--- config.mk ---
export PLATFORM = sky130hd
export DESIGN_NAME = demuxreg16
export DESIGN_NICKNAME = d
export VERILOG_FILES = /design/src/rtl/demuxreg16.sv
export SDC_FILE = /design/constraint.sdc
export NUM_CORES = 1
export LEC_CHECK = 0
export CAP_MARGIN = 20
export CELL_PAD_IN_SITES_DETAIL_PLACEMENT = 0
export CELL_PAD_IN_SITES_GLOBAL_PLACEMENT = 2
export CORE_MARGIN = 3
export CORE_UTILIZATION = 25
export CTS_BUF_LIST = sky130_fd_sc_hd__clkbuf_4 sky130_fd_sc_hd__clkbuf_8
export CTS_CLUSTER_DIAMETER = 150
export DETAILED_ROUTE_END_ITERATION = 10
export PLACE_DENSITY_LB_ADDON = 0.1
export RECOVER_POWER = 100
export SKIP_LAST_GASP = 1
export SYNTH_ARGS = -nofsm -noshare
export SYNTH_HDL_FRONTEND = slang
export SYNTH_SLANG_ARGS = --single-unit
--- constraint.sdc ---
create_clock -name CLK -period 3.71 [get_ports CLK]
set_input_delay 0.742 -clock CLK [delete_from_list [all_inputs] [get_ports CLK]]
set_output_delay 0.742 -clock CLK [all_outputs]
set_load 0.005 [all_outputs]
--- src/rtl/demuxreg16.sv ---
// Write-back demux register: a single-entry pending stage feeding eight
// registers, with sticky per-register write flags and a saturating commit count.
module demuxreg16 #(
    parameter int WIDTH = 16,
    parameter int NREG  = 8
) (
    input  logic             CLK,
    input  logic             RST,
    input  logic             in_valid,
    output logic             in_ready,
    input  logic [WIDTH-1:0] d,
    input  logic [2:0]       sel,
    input  logic             stall,
    input  logic             clr_flags,
    output logic [WIDTH-1:0] q0,
    output logic [WIDTH-1:0] q1,
    output logic [WIDTH-1:0] q2,
    output logic [WIDTH-1:0] q3,
    output logic [WIDTH-1:0] q4,
    output logic [WIDTH-1:0] q5,
    output logic [WIDTH-1:0] q6,
    output logic [WIDTH-1:0] q7,
    output logic             pending,
    output logic [2:0]       pend_sel,
    output logic [NREG-1:0]  written,
    output logic [7:0]       wr_count
);

    typedef enum logic {EMPTY, FULL} pendState_t;

    pendState_t       state;
    pendState_t       nextState;
    logic [WIDTH-1:0] holdData;
    logic [WIDTH-1:0] qReg [NREG];
    logic [NREG-1:0]  writtenNext;
    logic             accept;
    logic             commit;

    always_ff @(posedge CLK) begin
        if (RST) state <= EMPTY;
        else     state <= nextState;
    end

    // A new request always wins the slot; an unreplaced commit drains it.
    always_comb begin
        nextState = state;
        if (accept)      nextState = FULL;
        else if (commit) nextState = EMPTY;
    end

    always_comb begin
        pending  = (state == FULL);
        in_ready = !pending || !stall;
        accept   = in_valid && in_ready;
        commit   = pending && !stall;
    end

    // Clear takes effect first so that a same-cycle commit keeps its flag.
    always_comb begin
        writtenNext = written;
        if (clr_flags) writtenNext = '0;
        if (commit)    writtenNext[pend_sel] = 1'b1;
    end

    always_ff @(posedge CLK) begin
        if (RST) begin
            holdData <= '0;
            pend_sel <= '0;
            written  <= '0;
            wr_count <= '0;
            for (int i = 0; i < NREG; i++) qReg[i] <= '0;
        end else begin
            written <= writtenNext;
            if (commit) begin
                qReg[pend_sel] <= holdData;
                if (wr_count != 8'hFF) wr_count <= wr_count + 8'd1;
            end
            if (accept) begin
                holdData <= d;
                pend_sel <= sel;
            end else if (commit) begin
                pend_sel <= '0;
            end
        end
    end

    assign q0 = qReg[0];
    assign q1 = qReg[1];
    assign q2 = qReg[2];
    assign q3 = qReg[3];
    assign q4 = qReg[4];
    assign q5 = qReg[5];
    assign q6 = qReg[6];
    assign q7 = qReg[7];

endmodule
; Word-level counts from Yosys, hierarchy flattened
; Memories as Yosys holds them, arrays and structs flattened.
; Index checks and enable logic that the tools add are counted.
[word_totals]
regBits = 36
output_inout_bits = 149
mem_count = 1
in_bits = 24
word_cells = 36
mem_bits_rw = 128
[classes]
n_eq_ne = 1
muxes = 16
n_reduce_logical = 9
n_lt_le_gt_ge = 2
n_addsub = 1
bitwise_logic = 1
[memory_table]
columns = memory, words, word_bits, rd, rd_ports_with_merged_regs, wr, line_no
row1 = qReg, 8, 16, 8, 0, 8, 34  ; logic [WIDTH-1:0] qReg [NREG];
[op_table]
columns = operator, n
row1 = $mux 16, 1
row2 = $mux 8, 2
row3 = $reduce_or 16->1, 1
row4 = $mux 1, 9
row5 = $mux 3, 3
row6 = $add 8x1->8 const B, 1
row7 = $ne 8x8->1 const B, 1
row8 = $or 8x8->8, 1
row9 = $lt 3x4->1 const B, 1
row10 = $demux 1 s3, 1
row11 = $ge 3x1->1 const B, 1
row12 = $logic_and 1x1->1, 3
row13 = $logic_not 1->1, 2
row14 = $reduce_and 2->1, 1
row15 = $reduce_bool 2->1, 1
row16 = $logic_or 1x1->1, 1

; Longest topological paths before layout
; Gate-level depths: netlist (run 1).
[depth]
depth_word = 7
depth_mapped = 6
mapped_depth_nobuf = 5

; Worst setup path after synthesis (run 1)
; OpenSTA, ideal clock, no wires.
[synth_timing]
kind = in2reg
start = in stall
end = mem qReg[1][0] (enable)
path_buffers = 0
t_required_ns = 3.376
path_slack_ns = 1.755
t_arrival_ns = 1.621
stages = 4
setup_ns = 0.334
path_cell_list = nor3_1 nand2_1 nor2_1 or2_2
[synth_rtl]
columns = item, line_no
row1 = start: declaration, 13  ; input logic stall,
row2 = end: declaration, 34

==> results of run 1 <==
[layer usage]
metal | global-route usage [%] | up-vias
met5 | 0 | -
met4 | 3.84 | 0
met3 | 3.44 | 9
met2 | 21.3 | 120
met1 | 17.1 | 1859
li1 | - | 1892
[flip-flops by register name, indices dropped and copies added (netlist names)]
name,count
holdData,16
pend_sel,3
pending,1
qReg,128
wr_count,8
written,8
[power by group through the flow]
stage	Combinational [mW]	Sequential (mW)	Clock, mW
after floorplan	0.0624	2.11	0
after CTS	0.230	2.10	1.27
after detailed placement	0.229	2.14	0
final	0.203	2.10	1.24
after global routing	0.224	2.11	1.35
after global placement	0.227	2.14	0
[worst max path at each step]
stage           from           to  slack (ps)  cells past startpoint
4_1_cts        stall     in_ready         990                      3
3_5_place_dp     RST   qReg[3][6]         840                      6
6_report         RST   qReg[7][0]         730                      6
2_1_floorplan  stall   qReg[1][0]        1760                      4
5_1_grt          RST  qReg[7][15]         480                      6
3_3_place_gp     RST   qReg[1][9]         840                      6
[synth_stat cells (2+ instances only)]
| library cell | count | area, µm² |
|---|---|---|
| a21o_1 | 8 | 60.1 |
| nand2_1 | 42 | 158 |
| clkbuf_1 | 14 | 52.6 |
| or3_1 | 3 | 18.8 |
| nand4_1 | 2 | 12.5 |
| and2_1 | 129 | 807 |
| nor2_1 | 17 | 63.8 |
| or2_2 | 8 | 50.1 |
| nand3_1 | 7 | 35.0 |
| edfxtp_1 | 128 | 3840 |
| o21ai_0 | 3 | 15.0 |
| a21oi_1 | 24 | 120 |
| nand2b_1 | 2 | 12.5 |
| dfxtp_1 | 36 | 721 |
| nor3_1 | 4 | 20.0 |
| mux2i_1 | 3 | 30.0 |
[per-stage QoR]
step	cells	setup WS [ps]
6_report	958	725
4_1_cts	958	987
2_1_floorplan	441	1760
3_3_place_gp	926	835
5_1_grt	958	479
3_5_place_dp	926	841
[final cells by class]
cell class	instances	area (µm²)	share of cell area, %
inverters	1	3.75	0.0437
clock inverters	15	148	1.72
well taps	319	399	4.65
flip-flops and latches	164	4560	53.2
repair buffers	181	1760	20.4
clock buffers	17	234	2.73
multi-input cells	261	1480	17.2
[worst register-to-register path: stages (launching register included)]
cell      delay, ps
dfxtp_1         500
nand2_1         190
nor2_1          130
clkbuf_1        560
or2_1           710
[layout by cell type, fill, tap and decap left out]
| cell | netlist | final |
|---|---|---|
| dfxtp_1 | 36 | 36 |
| edfxtp_1 | 128 | 128 |
| or2_1 | 1 | 2 |
| clkbuf_1 | 14 | 9 |
| clkdlybuf4s50_1 | 0 | 23 |
| a21oi_1 | 24 | 24 |
| nand2b_4 | 1 | 1 |
| o31ai_1 | 1 | 1 |
| nor2b_1 | 1 | 1 |
| or4_1 | 1 | 1 |
| inv_1 | 1 | 1 |
| a21o_1 | 8 | 8 |
| clkinv_1 | 0 | 1 |
| mux2i_1 | 3 | 3 |
| clkinvlp_4 | 0 | 4 |
| nor2_1 | 17 | 17 |
| nand3_1 | 7 | 7 |
| xor2_1 | 1 | 1 |
| and2_0 | 0 | 82 |
| ha_1 | 1 | 1 |
| inv_6 | 0 | 5 |
| nor3_1 | 4 | 4 |
| and2_1 | 129 | 47 |
| clkinv_4 | 0 | 2 |
| nand2_1 | 42 | 42 |
| bufinv_16 | 0 | 1 |
| nand3b_1 | 1 | 1 |
| or2b_1 | 1 | 1 |
| dlygate4sd3_1 | 0 | 149 |
| o21ai_0 | 3 | 3 |
| or3_1 | 3 | 3 |
| nand2b_1 | 2 | 2 |
| or2_2 | 8 | 7 |
| clkbuf_8 | 0 | 17 |
| inv_8 | 0 | 2 |
| nand4_1 | 2 | 2 |
[cell families (layout without fill, tap and decap cells)]
group                      Yosys count  in the layout
buffers and inverters               16            214
and+or+nand+nor                    220            220
DFF                                164            164
adders and majority gates            1              1
AOI/OAI and AO/OA                   36             36
muxes                                3              3
xor gates and xnor gates             1              1
==> results.yml, run 1 <==
outcome:
  status: "complete, no violations"
critical_path:
  critPathMaxFanout: 18
  arrival_ps: 3060
  crit_buf_inv: 2
  crit_family: "buffers and inverters"
  critPathLaunchType: "primary input"
  critPathMaxStageDelay_ps: 710
  path_class: "primary input to register"
  crit_chain: "clkdlybuf4s50_1 > nor2_1 > nand3_1 > nor2_1 > clkbuf_1 > or2_1"
  cp_slowest_cell: "or2_1"
  rrSetupSlack_ps: 1250
  end_kind: "register"
  critical_path_required_ps: 3780
  r2r_cells: 4
  r2r_end: "qReg[7][0]"
  crit_path_frequent_cell: "nor2_1"
  timing.rr.start: "pending"
layout:
  final_core_utilization_pct: 36.1
  final_cell_area_um2: 8580
  drive_gt1_share_pct: 6.10
  syn_to_final_growth_pct: 40.6
  fillCellCount: 2319
  final_nets: 651
  antennaDiodeCount: 0
synthesis:
  ys_seq_area_share_pct: 74.8
  yosys_warnings: 0
  syn_nets: 466
  synth_xor_xnor_area_share_pct: 0.143
  synthCells: 441
  yosysUniqueCellTypes: 27
  syn_area_um2: 6110
  synth_top_family_by_area: "simple AND/OR/NAND/NOR gates"
  synth_edf_count: 128
  synthSimpleGateAreaFrac_pct: 20.1
  yosys_register_bits: 164
  synth_fa_ha_area_share_pct: 0.205
  async_reset_ff_share_pct: 0
  synth_ff_type: "edfxtp_1"
  synth_compound_area_share_pct: 3.32
  muxShareOfSynthArea_pct: 0.492
  avgSynthCellArea_um2: 13.8
timing:
  fin_crit_ps: 2980
  tns_ps: 0
  finalSetupViolations: 0
  rsz0062_at_grt: "no"
  maxSlewHeadroom_pct: 8.53
  fin_worst_skew_ps: 14.5
  finalHoldViolations: 0
  finalCritPeriodShare_pct: 80.5
  worst_pin_slew_ps: 1370
  fmax_ghz: 0.335
  timing.hold.ws_ps: 490
  slew_violations: 0
flow_run:
  maxCapViolations: 0
placed_design:
  placed_area_um2: 8240
  port_buffers: 172
  place_hpwl_um: 12800
  gp_congestion: 0.734
cts:
  cts_sinks: 164
  cts.clk_slew.worst_paths_ps: 90
  cts_root_buf: "clkbuf_8"
  postCtsSetupRepairBufs: 0
  cts_tree: "yes"
  postCtsHoldBufs: 0
  cts-resized-gates: 0
  clk_latency_ps: 440
  clockBufferDepth: 2
  htree_levels: 4
  cts_buffers: 17
die:
  die_height_um: 162
  initial_core_util_pct: 25.7
  dieArea_um2: 26300
  core-area_um2: 23800
  die_w_um: 162
  pin_count: 173
  rows: 56
global_route:
  grt_pass1_wl_um: 25200
  antenna_found_initial: 0
  grt_usage_pct: 13.0
  grt_pass1_vias: 4048
  grt_max_degree: 30
  overflow: 0
routing:
  met1_length_um: 7840
  num_vias: 3880
  vias_per_cell: 4.05
  drt_iter0_drc: 224
  wl_met2_um: 8160
  routed_wl_um: 17200
  dr.pass1.iters: 4
  dr.max_layer_used: "met4"
  wl_per_cell_um: 17.9
  met3_length_um: 991
  drtAntennaViolNets: 0
  remaining_drc_errors: 0
hold_path:
  hold_start: "written[7]"
  hold_path.class: "register to register"
  whs_endpoint: "written[7]"
  holdPathStages: 1
power_and_ir_drop:
  pwr-share-comb_pct: 5.7
  switching_share_pct: 24.0
  p_int_mw: 2.69
  p_switching_uw: 850
  pwr-share-seq_pct: 59.2
  p_clk_share_pct: 35.1
  ir_drop_mv: 0.183
  p_per_area_nw_per_um2: 412
  finalPower_mw: 3.54
  power_leakage_nw: 3.29
(Power assumes the default switching activity.)
==> inputs of run 2 (changes only) <==
==> constraint.sdc (replaced) <==
create_clock -name CLK -period 2.6 [get_ports CLK]
set_input_delay 0.52 -clock CLK [delete_from_list [all_inputs] [get_ports CLK]]
set_output_delay 0.52 -clock CLK [all_outputs]
set_load 0.005 [all_outputs]
==> results.yml, run 2 (synthesis gave the netlist of run 1 again) <==
layout:
  drive_gt1_share_pct: 5.30
  stdcell_count: 961
  largestRegisters: "qReg: 128 flops, holdData: 16 flops"
  fillCellCount: 2283
  final_common_cell: "dlygate4sd3_1"
  antennaDiodeCount: 0
  final_nets: 654
  largest-register: "qReg"
  layout_common_cells: "dlygate4sd3_1 (150), edfxtp_1 (128), and2_0 (80)"
  largest_reg_flops: 128
  final_cell_area_um2: 8630
  final_core_utilization_pct: 36.3
  syn_to_final_growth_pct: 41.3
placed_design:
  place_ws_ps: 189
  placed_area_um2: 8260
  port_buffers: 172
  gp_congestion: 0.752
  dp_cells: 929
  place_hpwl_um: 12700
power_and_ir_drop:
  p_per_area_nw_per_um2: 600
  finalPower_mw: 5.17
  ir_drop_mv: 0.300
  power_leakage_nw: 3.32
critical_path:
  arrival_ps: 1810
  end_kind: "output pin"
  crit_buf_inv: 2
  crit_family: "buffers and inverters"
  cp_slowest_cell: "dlygate4sd3_1"
  critPathLaunchType: "primary input"
  critPathMaxFanout: 6
  critical_path_required_ps: 2080
  path_class: "primary input to output pin"
  critPathMaxStageDelay_ps: 640
  crit_chain: "dlygate4sd3_1 > nand2_1 > clkdlybuf4s50_1"
global_route:
  grt_pass1_vias: 4099
  overflow: 0
  grt_max_degree: 25
  grt_pass1_wl_um: 26000
  grt_usage_pct: 13.5
  antenna_found_initial: 0
timing:
  fin_crit_ps: 2330
  tns_ps: 0
  slew_violations: 0
  maxSlewHeadroom_pct: 18.2
  fin_worst_skew_ps: 16.7
  rsz0062_at_grt: "no"
  fmax_ghz: 0.430
  finalHoldViolations: 0
  finalCritPeriodShare_pct: 89.5
  worst_pin_slew_ps: 1230
  finalSetupViolations: 0
  fin_ws_ps: 274
  timing.hold.ws_ps: 472
routing:
  routed_wl_um: 17400
  dr.max_layer_used: "met4"
  met1_length_um: 7700
  num_vias: 3907
  dr.pass1.iters: 4
  drt_iter0_drc: 206
  wl_per_cell_um: 18.1
  drtAntennaViolNets: 0
  vias_per_cell: 4.07
  wl_met2_um: 8520
  remaining_drc_errors: 0
  met3_length_um: 976
cts:
  cts-resized-gates: 0
  cts_root_buf: "clkbuf_8"
  postCtsHoldBufs: 0
  clk_latency_ps: 450
  cts_tree: "yes"
  postCtsSetupRepairBufs: 0
  cts_sinks: 164
  htree_levels: 4
  clockBufferDepth: 2
  cts_buffers: 17
  cts.clk_slew.worst_paths_ps: 90
die:
  dieArea_um2: 26300
  die_w_um: 162
  core-area_um2: 23800
  die_height_um: 162
  initial_core_util_pct: 25.7
  rows: 56
  pin_count: 173
flow_run:
  maxCapViolations: 0
outcome:
  status: "complete, no violations"
hold_path:
  hold_path.class: "register to register"
[run 2: changes by cell type in the layout (fill, tap and decap cells not counted), sizes merged]
| cell | delta |
|---|---|
| clkinv | +3 |
| buf | +2 |
| clkinvlp | -2 |
| inv | -2 |
| bufinv | +1 |
| clkbuf | +1 |
| clkdlybuf4s50 | -1 |
| dlygate4sd3 | +1 |
[run 2: path summary, 6_finish.rpt]
| kind | from | endpoint | slack (ps) | cells past startpoint |
|---|---|---|---|---|
| min reg2reg | written[6] | written[6] | 470 | 1 |
| max | stall | in_ready | 270 | 3 |
| min | written[6] | written[6] | 470 | 1 |
| max reg2reg | pending | qReg[3][5] | 560 | 3 |
[run 2: area by class of cell]
class / instances / area, µm² / share of cell area (%)
clock buffer: 17 / 234 / 2.71
clock inverter: 15 / 171 / 1.99
inverter: 1 / 3.75 / 0.0435
multi-input combinational: 261 / 1480 / 17.2
sequential: 164 / 4560 / 52.9
tap: 319 / 399 / 4.63
timing repair buffer: 184 / 1770 / 20.6
[run 2: metal layers]
| layer | up-vias | global-route usage (%) |
|---|---|---|
| met5 | - | 0 |
| met4 | 0 | 3.80 |
| met3 | 14 | 4.06 |
| met2 | 123 | 22.1 |
| met1 | 1876 | 17.4 |
| li1 | 1894 | - |
[run 2: power breakdown]
group / internal [mW] / switching [mW] / total [mW]
clock network: 0.878 / 1.01 / 1.89
logic: 0.153 / 0.141 / 0.294
registers: 2.91 / 0.0881 / 2.99
total: 3.94 / 1.24 / 5.17
==> inputs of run 3 (changes only) <==
--- a/config.mk
+++ b/config.mk
@@ -6,14 +6,13 @@
 export NUM_CORES = 1
 export LEC_CHECK = 0
 export CAP_MARGIN = 20
-export CELL_PAD_IN_SITES_DETAIL_PLACEMENT = 0
-export CELL_PAD_IN_SITES_GLOBAL_PLACEMENT = 2
+export CORE_ASPECT_RATIO = 1.4
 export CORE_MARGIN = 3
-export CORE_UTILIZATION = 25
+export CORE_UTILIZATION = 44
 export CTS_BUF_LIST = sky130_fd_sc_hd__clkbuf_4 sky130_fd_sc_hd__clkbuf_8
 export CTS_CLUSTER_DIAMETER = 150
 export DETAILED_ROUTE_END_ITERATION = 10
-export PLACE_DENSITY_LB_ADDON = 0.1
+export PLACE_DENSITY = 0.78
 export RECOVER_POWER = 100
 export SKIP_LAST_GASP = 1
 export SYNTH_ARGS = -nofsm -noshare
==> results.yml, run 3 (synthesis gave the netlist of run 1 again) <==
power_and_ir_drop:
  p_per_area_nw_per_um2: 627
  switching_share_pct: 22.2
  p_int_mw: 4.13
  power_leakage_nw: 3.32
  pwr-share-seq_pct: 56.0
  finalPower_mw: 5.32
  p_switching_mw: 1.18
  p_clk_share_pct: 38.5
  pwr-share-comb_pct: 5.4
  ir_drop_mv: 0.332
timing:
  fmax_ghz: 0.425
  fin_crit_ps: 2350
  finalCritPeriodShare_pct: 90.5
  maxSlewHeadroom_pct: 36.1
  timing.hold.ws_ps: 453
  slew_violations: 0
  rsz0062_at_grt: "no"
  fin_worst_skew_ps: 9.72
  finalSetupViolations: 0
  finalHoldViolations: 0
  worst_pin_slew_ps: 958
  tns_ps: 0
cts:
  cts_tree: "yes"
  clockBufferDepth: 2
  cts_buffers: 17
  cts-resized-gates: 0
  cts_root_buf: "clkbuf_8"
  postCtsSetupRepairBufs: 0
  clk_latency_ps: 440
  postCtsHoldBufs: 0
  cts_sinks: 164
  cts.clk_slew.worst_paths_ps: 90
  htree_levels: 4
die:
  pin_count: 173
  core-area_um2: 13500
  die_w_um: 106
  initial_core_util_pct: 45.4
  rows: 50
  dieArea_um2: 15300
  die_height_um: 145
layout:
  largest_reg_flops: 128
  final_nets: 651
  drive_gt1_share_pct: 5.16
  register_area_um2: 4560
  multi_input_area_um2: 1470
  largestRegisters: "qReg: 128 flops, holdData: 16 flops"
  largest-register: "qReg"
  layout_common_cells: "dlygate4sd3_1 (149), edfxtp_1 (128), and2_0 (87)"
  fillCellCount: 1017
  syn_to_final_growth_pct: 38.9
  final_common_cell: "dlygate4sd3_1"
routing:
  remaining_drc_errors: 0
  drt_iter0_drc: 193
  dr.pass1.iters: 5
  num_vias: 4027
  vias_per_cell: 4.90
  routed_wl_um: 15100
  drtAntennaViolNets: 0
  wl_per_cell_um: 18.4
critical_path:
  critical_path_required_ps: 2080
  critPathMaxFanout: 6
  critPathLaunchType: "primary input"
  arrival_ps: 1830
  path_class: "primary input to output pin"
  end_kind: "output pin"
flow_run:
  maxCapViolations: 0
global_route:
  overflow: 0
  grt_max_degree: 34
  antenna_found_initial: 1
  grt_usage_pct: 19.9
  grt_pass1_vias: 4161
  grt_pass1_wl_um: 22900
placed_design:
  place_hpwl_um: 11100
  gp_congestion: 0.800
  port_buffers: 172
hold_path:
  hold_path.class: "register to register"
outcome:
  status: "complete, no violations"
run 3: worst paths after layout:
path	slack, ps	endpoint	depth (start not counted)	start
hold / removal	450	written[4]	1	written[4]
setup reg to reg	660	qReg[3][11]	3	pending
hold reg to reg	450	written[4]	1	written[4]
setup / recovery	250	in_ready	3	stall
run 3: worst max-delay path, stage by stage:
cell and delay (ps):
dlygate4sd3_1 630, nand2_1 140, clkdlybuf4s50_1 540
run 3: per-stage QoR:
step | setup slack (ps) | cell area [µm²] | utilization (%) | instances
global route | 213 | 8480 | 63.1 | 822
CTS | 358 | 8520 | 63.3 | 821
floorplan | 867 | 6110 | - | 441
finish | 247 | 8480 | 63.1 | 822
global placement | 317 | 8070 | 60.0 | 789
detailed placement | 239 | 8070 | 60.0 | 789
run 3: power groups by stage:
stage	clock [mW]	combinational, mW	sequential (mW)
after floorplan	0	0.0891	3.01
after global placement	0	0.313	3.04
after detailed placement	0	0.323	3.04
after CTS	2.08	0.324	2.98
after global routing	2.19	0.311	2.99
final	2.05	0.288	2.98
run 3: layout make-up:
| type | count | share of cell area, % |
|---|---|---|
| Inverter | 1 | 0.0442 |
| Tap cell | 182 | 2.68 |
| Sequential cell | 164 | 53.8 |
| Multi-Input combinational cell | 261 | 17.4 |
| Antenna cell | 1 | 0.0295 |
| Clock buffer | 17 | 2.76 |
| Clock inverter | 15 | 2.58 |
| Timing Repair Buffer | 181 | 20.7 |
run 3: layer usage:
metal	up-vias	GRT usage, %	share of wire, %
met5	-	0	0
met4	0	7.52	1.8
met3	21	5.81	5.8
met2	149	36.4	56
met1	1965	21.5	36
li1	1892	-	-
